### src/rtl/repsub_divider_if.sv
// rtl/repsub_divider_if.sv - start/done handshake bundle for the repeated-subtraction divider
interface repsub_divider_if #(
  parameter int WIDTH = 16
);
  logic             start;
  logic [WIDTH-1:0] dividend;
  logic [WIDTH-1:0] divisor;
  logic [WIDTH-1:0] quotient;
  logic [WIDTH-1:0] remainder;
  logic             done;
  logic             busy;
  logic             div_by_zero;

  modport master (
    output start, dividend, divisor,
    input  quotient, remainder, done, busy, div_by_zero
  );

  modport slave (
    input  start, dividend, divisor,
    output quotient, remainder, done, busy, div_by_zero
  );
endinterface

### src/rtl/repsub_divider.sv
// rtl/repsub_divider.sv - sequential unsigned divider, one subtraction of the divisor per cycle
module repsub_divider #(
  parameter int WIDTH = 16
) (
  input  logic           clk,
  input  logic           rst,
  repsub_divider_if.slave io_div
);

  typedef enum logic [1:0] {
    S_IDLE  = 2'd0,
    S_CHECK = 2'd1,
    S_SUB   = 2'd2,
    S_DONE  = 2'd3
  } state_t;

  state_t           r_state;
  state_t           w_next_state;

  logic [WIDTH-1:0] r_a;
  logic [WIDTH-1:0] r_b;
  logic [WIDTH-1:0] r_q;
  logic [WIDTH-1:0] r_quotient;
  logic [WIDTH-1:0] r_remainder;
  logic             r_div_by_zero;
  logic             r_busy;
  logic             r_done;

  logic             w_b_zero;
  logic             w_can_sub;

  assign w_b_zero  = (r_b == '0);
  assign w_can_sub = (r_a >= r_b);

  always_ff @(posedge clk or posedge rst) begin
    if (rst) begin
      r_state <= S_IDLE;
    end else begin
      r_state <= w_next_state;
    end
  end

  always_comb begin
    w_next_state = r_state;
    case (r_state)
      S_IDLE:  if (io_div.start) w_next_state = S_CHECK;
      S_CHECK: w_next_state = w_b_zero ? S_DONE : S_SUB;
      S_SUB:   if (!w_can_sub) w_next_state = S_DONE;
      S_DONE:  w_next_state = S_IDLE;
      default: w_next_state = S_IDLE;
    endcase
  end

  // busy/done are registered copies of the state being entered, so they line up with it
  always_ff @(posedge clk or posedge rst) begin
    if (rst) begin
      r_a           <= '0;
      r_b           <= '0;
      r_q           <= '0;
      r_quotient    <= '0;
      r_remainder   <= '0;
      r_div_by_zero <= 1'b0;
      r_busy        <= 1'b0;
      r_done        <= 1'b0;
    end else begin
      r_busy <= (w_next_state != S_IDLE);
      r_done <= (w_next_state == S_DONE);
      case (r_state)
        S_IDLE: begin
          if (io_div.start) begin
            r_a <= io_div.dividend;
            r_b <= io_div.divisor;
            r_q <= '0;
          end
        end
        S_CHECK: begin
          if (w_b_zero) begin
            r_quotient    <= '1;
            r_remainder   <= r_a;
            r_div_by_zero <= 1'b1;
          end
        end
        S_SUB: begin
          if (w_can_sub) begin
            r_a <= r_a - r_b;
            r_q <= r_q + 1'b1;
          end else begin
            r_quotient    <= r_q;
            r_remainder   <= r_a;
            r_div_by_zero <= 1'b0;
          end
        end
        default: begin
        end
      endcase
    end
  end

  assign io_div.quotient    = r_quotient;
  assign io_div.remainder   = r_remainder;
  assign io_div.div_by_zero = r_div_by_zero;
  assign io_div.busy        = r_busy;
  assign io_div.done        = r_done;

endmodule

### src/flat_wrapper.sv
// flat-port wrapper written by rule: the top's interface ports become plain ports
module repsub_divider_flat 
#(
  parameter int WIDTH = 16
)
  (clk, rst, io_div_start, io_div_dividend, io_div_divisor, io_div_quotient, io_div_remainder, io_div_done, io_div_busy, io_div_div_by_zero);
  repsub_divider_if #(.WIDTH(WIDTH)) io_div_i ();
  input  logic clk;
  input  logic rst;
  input wire logic [$bits(io_div_i.start)-1:0] io_div_start;
  input wire logic [$bits(io_div_i.dividend)-1:0] io_div_dividend;
  input wire logic [$bits(io_div_i.divisor)-1:0] io_div_divisor;
  output wire logic [$bits(io_div_i.quotient)-1:0] io_div_quotient;
  output wire logic [$bits(io_div_i.remainder)-1:0] io_div_remainder;
  output wire logic [$bits(io_div_i.done)-1:0] io_div_done;
  output wire logic [$bits(io_div_i.busy)-1:0] io_div_busy;
  output wire logic [$bits(io_div_i.div_by_zero)-1:0] io_div_div_by_zero;
  assign io_div_i.start = io_div_start;
  assign io_div_i.dividend = io_div_dividend;
  assign io_div_i.divisor = io_div_divisor;
  assign io_div_quotient = io_div_i.quotient;
  assign io_div_remainder = io_div_i.remainder;
  assign io_div_done = io_div_i.done;
  assign io_div_busy = io_div_i.busy;
  assign io_div_div_by_zero = io_div_i.div_by_zero;
  repsub_divider #(.WIDTH(WIDTH)) u_core (.clk(clk), .rst(rst), .io_div(io_div_i));
endmodule
### config.mk
export PLATFORM = sky130hd
export DESIGN_NAME = repsub_divider_flat
export DESIGN_NICKNAME = d
export VERILOG_FILES = /design/src/rtl/repsub_divider_if.sv /design/src/rtl/repsub_divider.sv /design/src/flat_wrapper.sv
export SDC_FILE = /design/constraint.sdc
export NUM_CORES = 1
export LEC_CHECK = 0
export ABC_AREA = 0
export CAP_MARGIN = 20
export CORE_MARGIN = 2
export CORE_UTILIZATION = 29
export DETAILED_ROUTE_END_ITERATION = 16
export DONT_BUFFER_PORTS = 1
export PLACE_DENSITY = 0.5
export SLEW_MARGIN = 15
export SYNTH_ARGS = -nofsm -noshare
export SYNTH_HDL_FRONTEND = slang
export SYNTH_SLANG_ARGS = --single-unit
### constraint.sdc
create_clock -name clk -period 3.1 [get_ports clk]
set_input_delay 0.31 -clock clk [delete_from_list [all_inputs] [get_ports clk]]
set_output_delay 0.31 -clock clk [all_outputs]
set_load 0.005 [all_outputs]
==> impl_metrics.csv, run 1 <==
group,metric,value,unit
power,comb_power_share,0.574,
finish,final_cell_mix,"dfrtp_1 (85), nand2_1 (45), inv_1 (29)",
routing,routedWlPerCell,16.9,um
worst_setup_path,reg2reg_from,"u_core.r_b[13]",
power,power.internal,4.17,mW
grt,grt_overflow,0,
floorplan,die_area,17700,um2
placed_design,io_buffers,0,
synthesis,syn_nets,523,
timing,layout_min_cycle_time,2930,ps
worst_setup_path,critPathKind,"reg -> reg",
synthesis,ys_seq_elements,85,
synthesis,synth_warnings,0,
synthesis,synth_edf_count,0,
worst_setup_path,critical_path.startpoint,"u_core.r_b[13]",
worst_setup_path,worstSetupStartpointType,"flop",
finish,final_common_cell,"dfrtp_1",
timing,worstMarginPinSlew,671,ps
hold_path,worstHoldStart,"io_div_divisor[12]",
timing,period_share,0.945,
synthesis,ys_types,62,
power,p_switching,3.28,mW
finish,layout-drive-gt1-share,0.167,
timing,clock_skew,9.19,ps
worst_setup_path,crit_required,3330,ps
synthesis,syn-cell-area,4820,um2
timing,rsz0062_at_grt,"no",
floorplan,die_h,133,um
cts,post_cts_buffers,0,
timing,hold_ws,112,ps
power,total_power,7.45,mW
floorplan,die_w,133,um
routing,drc,0,
finish,postLayoutCellArea,5280,um2
timing,slew-limit-headroom,0.552,
routing,dr.first_iter.drc_count,206,
grt,grt_pass1_wl,18500,um
power,seqPwrFrac,0.294,
routing,viasPerCell,5.00,
cts,clk_latency,350,ps
power,power_frac_clock,0.133,
placed_design,hpwl,8610,um
routing,dr.pass1.iters,6,
synthesis,ys.flop_type,"dfrtp_1",
routing,wl,11700,um
timing,fmax,341,MHz
cts,cts_buffers,9,
finish,area_delta_synth_final,9.55,%
timing,setup_viol,0,
synthesis,yosysSeqAreaShare,0.441,
grt,grt_usage,0.136,
cts,cts_root_buf,"clkbuf_16",
worst_setup_path,arrival,3160,ps
cts,cts_tree,"done",
cts,cts_resized,0,
timing,fin_setup_tns,0,ps
cts,htreeDepth,3,
floorplan,start_util,0.294,
floorplan,core,16400,um2
routing,antenna_left,0,
cts,clockBufferDepth,2,
timing,slew_viol_final,0,
placed_design,gp_congestion,0.821,
power,power_density,1410,nW/um2
cts,cts.sinks,85,
power,vdd_drop_max,570,uV
grt,grt_pass1_vias,3327,
hold_path,worstHoldPathType,"in -> reg",
floorplan,io_pins,70,
worst_setup_path,critPathCaptureType,"flop",
finish,layout.nets,519,
routing,vias,3439,
synthesis,syn_inst,467,
power,p_leak,2.21,nW
floorplan,rows,47,
cts,clk_pin_slew,60,ps
synthesis,async_flop_share,1.00,
timing,finalHoldViolCount,0,
grt,grt_max_degree,40,
run_status,outcome,"completed",
grt,antenna_found_initial,1,
power,swShare,0.441,
worst_setup_path,critPathMaxFanout,29,
synthesis,syn_area_per_cell,10.3,um2
run,drv_cap,0,
finish,diodes,0,
finish,fillers,1663,
finish,finish.utilization,0.322,
placed_design,placed_cell_area,5000,um2
critical path, stage by stage (launching register included):
cell and delay (ps):
dfrtp_1 370, inv_1 80, ha_1 430, a21oi_2 220, o21bai_1 100, a22o_1 260, a2111oi_4 440, o221a_2 300
buf_12 210, mux2_2 360
layout make-up:
type	instances	area, um2	share of cell area
multi-input combinational	326	2400	0.455
clock inverter	7	42.5	0.00805
timing repair buffer	10	90.1	0.0171
sequential	85	2130	0.403
tap	220	275	0.0521
inverter	31	118	0.0223
clock buffer	9	225	0.0426
what timing repair did:
item | 4_1_cts | 5_1_grt
endpoints found under the setup margin | 0 | 0
endpoints found under the hold margin | 29 | 0
hold buffers | 1 | 0
routing by layer:
metal  global-route usage  wire (um)
met1                0.175       5360
met2                0.207       5380
met4               0.0621        293
met5                    0         13
met3               0.0444        609
Yosys cell counts, drive strengths merged (5+ instances only):
cell,n,share of area
mux2,45,0.12
o21ai,24,0.025
o311ai,12,0.022
nor2,23,0.018
nand2,45,0.035
dfrtp,85,0.44
nand2b,14,0.018
a31oi,7,0.0091
or2,5,0.0065
mux2i,7,0.015
nand4,8,0.010
inv,30,0.023
ha,20,0.052
nand3,28,0.029
a21oi,25,0.028
buf,14,0.028
clkbuf,11,0.0088
xnor2,7,0.013
per-stage QoR:
step,setup slack (ps),instances
6_report,171,688
3_3_place_gp,225,671
4_1_cts,179,688
3_5_place_dp,188,671
2_1_floorplan,364,467
5_1_grt,15.0,688
registers in the layout, summed over array words and instances (netlist names):
| name | flops |
|---|---|
| u_core.io_div.busy | 1 |
| u_core.io_div.div_by_zero | 1 |
| u_core.io_div.done | 1 |
| u_core.io_div.quotient | 16 |
| u_core.io_div.remainder | 16 |
| u_core.r_a | 16 |
| u_core.r_b | 16 |
| u_core.r_q | 16 |
| u_core.r_state | 2 |
worst paths after layout:
| path | to | slack [ps] | depth (start not counted) |
|---|---|---|---|
| max in group asynchronous | u_core.io_div.div_by_zero | 1830 | 3 |
| hold reg to reg | u_core.r_a[0] | 510 | 2 |
| hold / removal | u_core.r_b[12] | 110 | 1 |
| min in group asynchronous | u_core.io_div.quotient[7] | 470 | 2 |
| setup / recovery | u_core.io_div.remainder[14] | 170 | 9 |
| setup reg to reg | u_core.io_div.remainder[14] | 170 | 9 |
power groups by stage:
stage | logic (mW) | registers [mW] | clock network [mW]
after floorplan | 3.72 | 2.00 | 0
after global placement | 4.22 | 2.20 | 0
after detailed placement | 4.29 | 2.21 | 0
after CTS | 4.30 | 2.20 | 1.02
after global routing | 4.76 | 2.26 | 1.07
final | 4.27 | 2.19 | 0.989
cell families (layout without fill, tap and decap cells):
| family | count (synthesis) | in the layout | synth area share |
|---|---|---|---|
| AO/OA/AOI/OAI | 97 | 97 | 0.139 |
| XOR/XNOR | 8 | 8 | 0.0145 |
| adder cells (fa/ha/maj) | 21 | 21 | 0.0561 |
| buffers and inverters | 56 | 57 | 0.0607 |
| flip-flops | 85 | 85 | 0.441 |
| multiplexers | 52 | 52 | 0.136 |
| AND/OR/NAND/NOR | 148 | 148 | 0.152 |
(Power assumes the default switching activity.)
==> run 2: changes to the inputs <==
--- a/config.mk
+++ b/config.mk
@@ -9,6 +9,7 @@
 export CAP_MARGIN = 20
 export CORE_MARGIN = 2
 export CORE_UTILIZATION = 29
+export CTS_BUF_LIST = sky130_fd_sc_hd__clkbuf_8
 export DETAILED_ROUTE_END_ITERATION = 16
 export DONT_BUFFER_PORTS = 1
 export PLACE_DENSITY = 0.5
==> impl_metrics.csv, run 2 (synthesis gave the netlist of run 1 again) <==
group,metric,value,unit
run_status,outcome,"completed",
floorplan,rows,47,
routing,dr.pass1.iters,4,
floorplan,die_h,133,um
timing,finalHoldViolCount,0,
hold_path,worstHoldPathType,"in -> reg",
cts,cts_tree,"done",
cts,htreeDepth,3,
finish,final_common_cell,"dfrtp_1",
routing,dr.first_iter.drc_count,181,
grt,grt_max_degree,40,
placed_design,gp_congestion,0.821,
worst_setup_path,cpPeakStageDelay,440,ps
worst_setup_path,critPathKind,"reg -> reg",
routing,routedWlPerCell,16.9,um
finish,layout.nets,519,
finish,fillers,1671,
worst_setup_path,crit_family,"compound AO/OA/AOI/OAI gates",
placed_design,io_buffers,0,
power,vdd_drop_max,569,uV
finish,final_cell_mix,"dfrtp_1 (85), nand2_1 (45), inv_1 (29)",
cts,cts_resized,0,
floorplan,io_pins,70,
run,drv_cap,0,
routing,wl,11600,um
cts,clk_latency,380,ps
worst_setup_path,timing.critical_path.buf_inv,2,
timing,slew-limit-headroom,0.551,
worst_setup_path,worstSetupStartpointType,"flop",
power,p_leak,2.16,nW
placed_design,placed_cell_area,5000,um2
cts,cts_root_buf,"clkbuf_8",
timing,fmax,343,MHz
floorplan,start_util,0.294,
worst_setup_path,cp_slowest_cell,"a2111oi_4",
cts,cts.sinks,85,
worst_setup_path,crit_chain,"inv_1, ha_1, a21oi_2, o21bai_1, a22o_1, a2111oi_4, o221a_2, buf_12, mux2_2",
timing,setup_viol,0,
finish,postLayoutCellArea,5180,um2
timing,period_share,0.941,
finish,diodes,0,
floorplan,die_w,133,um
routing,vias,3448,
finish,regArea,2130,um2
cts,cts_buffers,9,
grt,grt_pass1_vias,3329,
routing,viasPerCell,5.01,
timing,layout_min_cycle_time,2920,ps
finish,multiInputGateArea,2400,um2
routing,drc,0,
grt,grt_overflow,0,
finish,layout-drive-gt1-share,0.167,
timing,slew_viol_final,0,
timing,worstMarginPinSlew,670,ps
timing,rsz0062_at_grt,"no",
routing,antenna_left,0,
grt,grt_pass1_wl,18500,um
grt,grt_usage,0.136,
grt,antenna_found_initial,1,
floorplan,die_area,17700,um2
worst_setup_path,critPathMaxFanout,29,
worst_setup_path,arrival,3180,ps
worst_setup_path,critPathCaptureType,"flop",
placed_design,hpwl,8610,um
cts,clockBufferDepth,2,
floorplan,core,16400,um2
timing,clock_skew,13.7,ps
timing,fin_setup_tns,0,ps
cts,clk_pin_slew,90,ps
power,power_density,1380,nW/um2
worst_setup_path,crit_required,3370,ps
finish,area_delta_synth_final,7.45,%
## run 2: cell count changes in the layout (fill, tap and decap cells not counted)
cell       delta
clkbuf_16     -9
clkbuf_8      +9
## run 2: through the flow
| stage | utilization | hold WS (ps) | cells | power [mW] | setup WS (ps) |
|---|---|---|---|---|---|
| after floorplan | - | 461 | 467 | 5.72 | 364 |
| after detailed placement | 0.305 | 269 | 671 | 6.50 | 188 |
| final | 0.316 | 81.0 | 688 | 7.15 | 182 |
| after CTS | 0.316 | 60.7 | 688 | 7.23 | 177 |
| after global routing | 0.316 | 50.8 | 688 | 7.81 | 17.3 |
| after global placement | 0.305 | 263 | 671 | 6.42 | 225 |
## run 2: routing by layer
metal	part of all wire	global-route usage	wire length, um	vias up
li1	-	-	-	1664
met1	0.45	0.176	5240	1697
met2	0.47	0.209	5480	66
met3	0.054	0.0448	630	19
met4	0.023	0.0579	264	2
met5	0.0011	0	13	-
## run 2: timing repair
item                                   CTS  global route
setup buffers                            0             0
setup endpoints to repair                0             0
hold buffers                             1             0
endpoints found under the hold margin   29             0
## run 2: final cells by class
type,count,area share
clock inverters,7,0.00821
inverters,31,0.0227
repair buffers,10,0.0174
well taps,220,0.0531
flip-flops and latches,85,0.411
multi-input cells,326,0.464
clock buffers,9,0.0239
## run 2: worst paths after layout
| kind | endpoint | depth (start not counted) | slack, ps | startpoint |
|---|---|---|---|---|
| worst max-delay path | u_core.io_div.remainder[14] | 9 | 180 | u_core.r_b[13] |
| max in group asynchronous | u_core.io_div.div_by_zero | 3 | 1860 | rst |
| min in group asynchronous | u_core.io_div.quotient[7] | 2 | 430 | rst |
| worst min register to register | u_core.r_a[0] | 2 | 520 | u_core.r_a[0] |
| worst max register to register | u_core.io_div.remainder[14] | 9 | 180 | u_core.r_b[13] |
| worst min-delay path | u_core.r_b[12] | 1 | 80 | io_div_divisor[12] |
## run 2: power breakdown
part | switching, mW | leakage, nW | internal (mW)
sequential | 0.519 | 1.01 | 1.66
combinational | 2.30 | 1.06 | 1.96
clock | 0.419 | 0.0925 | 0.286
total | 3.24 | 2.16 | 3.91
==> run 3: changes to the inputs <==
--- a/config.mk
+++ b/config.mk
@@ -7,6 +7,7 @@
 export LEC_CHECK = 0
 export ABC_AREA = 0
 export CAP_MARGIN = 20
+export CORE_ASPECT_RATIO = 1.4
 export CORE_MARGIN = 2
 export CORE_UTILIZATION = 29
 export CTS_BUF_LIST = sky130_fd_sc_hd__clkbuf_8
==> impl_metrics.csv, run 3 (synthesis gave the netlist of run 1 again) <==
group,metric,value,unit
placed_design,io_buffers,0,
run_status,outcome,"complete, but fails checks",
placed_design,hpwl,8710,um
cts,cts.sinks,85,
floorplan,core,16200,um2
timing,slew_viol_final,0,
timing,fin_setup_tns,0,ps
finish,fin_cells,668,
floorplan,rows,55,
cts,htreeDepth,3,
timing,period_share,0.935,
power,vdd_drop_max,376,uV
worst_setup_path,worstSetupStartpointType,"flop",
timing,setup_viol,0,
finish,fillers,1657,
finish,layout-drive-gt1-share,0.164,
finish,postLayoutCellArea,5210,um2
run,drv_cap,0,
worst_setup_path,critPathMaxFanout,14,
routing,viasPerCell,5.04,
floorplan,die_area,17700,um2
worst_setup_path,crit_required,3340,ps
routing,antenna_left,0,
finish,final_common_cell,"dfrtp_1",
worst_setup_path,crit_chain,"ha_1, fa_1, and2b_1, o22ai_2, a2111oi_2, a2111oi_4, o221a_2, buf_6, mux2_4",
timing,rsz0062_at_grt,"no",
finish,diodes,0,
placed_design,dp.cells,652,
worst_setup_path,arrival,3140,ps
routing,drc,2,
grt,grt_pass1_vias,3472,
cts,cts_tree,"done",
cts,clk_latency,350,ps
worst_setup_path,critPathCaptureType,"flop",
grt,grt_pass1_wl,19100,um
timing,layout_min_cycle_time,2900,ps
grt,antenna_found_initial,0,
grt,grt_usage,0.140,
cts,cts_root_buf,"clkbuf_8",
floorplan,start_util,0.297,
timing,fmax,345,MHz
placed_design,placed_cell_area,5020,um2
finish,layout.nets,521,
finish,area_delta_synth_final,8.12,%
routing,dr.first_iter.drc_count,213,
power,power_density,1400,nW/um2
grt,grt_overflow,0,
worst_setup_path,critPathKind,"reg -> reg",
run_status,violations,"design-rule violations",
cts,clk_pin_slew,80,ps
worst_setup_path,cpPeakStageDelay,420,ps
routing,wl,11800,um
cts,post_cts_buffers,0,
hold_path,worstHoldPathType,"in -> reg",
timing,finalHoldViolCount,0,
floorplan,io_pins,70,
timing,worstMarginPinSlew,726,ps
routing,vias,3367,
timing,slew-limit-headroom,0.511,
floorplan,die_w,113,um
finish,finish.utilization,0.321,
routing,routedWlPerCell,17.6,um
grt,grt_max_degree,86,
timing,clock_skew,12.8,ps
cts,cts_buffers,9,
floorplan,die_h,157,um
finish,final_cell_mix,"dfrtp_1 (85), nand2_1 (45), inv_1 (31)",
placed_design,gp_congestion,0.857,
cts,clockBufferDepth,2,
routing,dr.pass1.iters,10,
power,p_leak,2.18,nW
worst_setup_path,cp_slowest_cell,"a2111oi_2",
## run 3: cell count changes in the layout (fill, tap and decap cells not counted)
| cell | change |
|---|---|
| buf_12 | +2 |
| buf_4 | -1 |
| buf_6 | +1 |
| bufinv_16 | +1 |
| clkinv_2 | -4 |
| clkinv_4 | -2 |
| clkinvlp_4 | +2 |
| inv_1 | +2 |
## run 3: layout make-up
type	count	area, um2	area share
clock buffer	9	124	0.0238
tap	199	249	0.0478
timing repair buffer	12	134	0.0257
clock inverter	6	57.6	0.0110
sequential	85	2130	0.408
inverter	31	118	0.0226
multi-input combinational	326	2400	0.461
## run 3: worst max-delay path: cells and delay by family (launching register included)
kind                     cells  cell delay [ps]
AO/OA/AOI/OAI                4             1000
buffers and inverters        1              190
AND/OR/NAND/NOR              1              240
multiplexers                 1              310
adder cells (fa/ha/maj)      2              620
flip-flops                   1              410
## run 3: through the flow
step	power, mW	hold slack, ps	setup slack, ps
after floorplan	5.72	461	364
after global placement	6.53	327	110
after detailed placement	6.63	336	25.8
after CTS	7.43	76.0	62.8
after global routing	7.98	70.6	5.66
final	7.31	103	202
## run 3: final timing paths
| check | slack, ps | end | from | cells past startpoint |
|---|---|---|---|---|
| max | 200 | u_core.io_div.remainder[5] | u_core.r_b[0] | 9 |
| min | 100 | u_core.r_b[5] | io_div_divisor[5] | 1 |
| max reg2reg | 200 | u_core.io_div.remainder[5] | u_core.r_b[0] | 9 |
| min reg2reg | 530 | u_core.r_q[15] | u_core.r_q[15] | 2 |
| max in group asynchronous | 2230 | u_core.r_a[14] | rst | 3 |
| min in group asynchronous | 500 | u_core.io_div.div_by_zero | rst | 3 |
## run 3: repair_timing
item,4_1_cts,5_1_grt
endpoints found under the setup margin,1,12
hold buffers,1,0
pin swaps,0,1
endpoints found under the hold margin,85,0
gates resized for setup,1,0
## run 3: routing by layer
| metal | wire (um) | track usage | part of all wire | vias up |
|---|---|---|---|---|
| li1 | - | - | - | 1663 |
| met1 | 4890 | 0.161 | 0.42 | 1626 |
| met2 | 6190 | 0.247 | 0.53 | 70 |
| met3 | 529 | 0.0403 | 0.045 | 8 |
| met4 | 165 | 0.0470 | 0.014 | 0 |
| met5 | 0 | 0 | 0 | - |
## run 3: power by group
part | internal (mW) | total (mW) | switching (mW)
Clock | 0.361 | 0.757 | 0.396
Combinational | 2.04 | 4.39 | 2.35
Sequential | 1.66 | 2.17 | 0.503
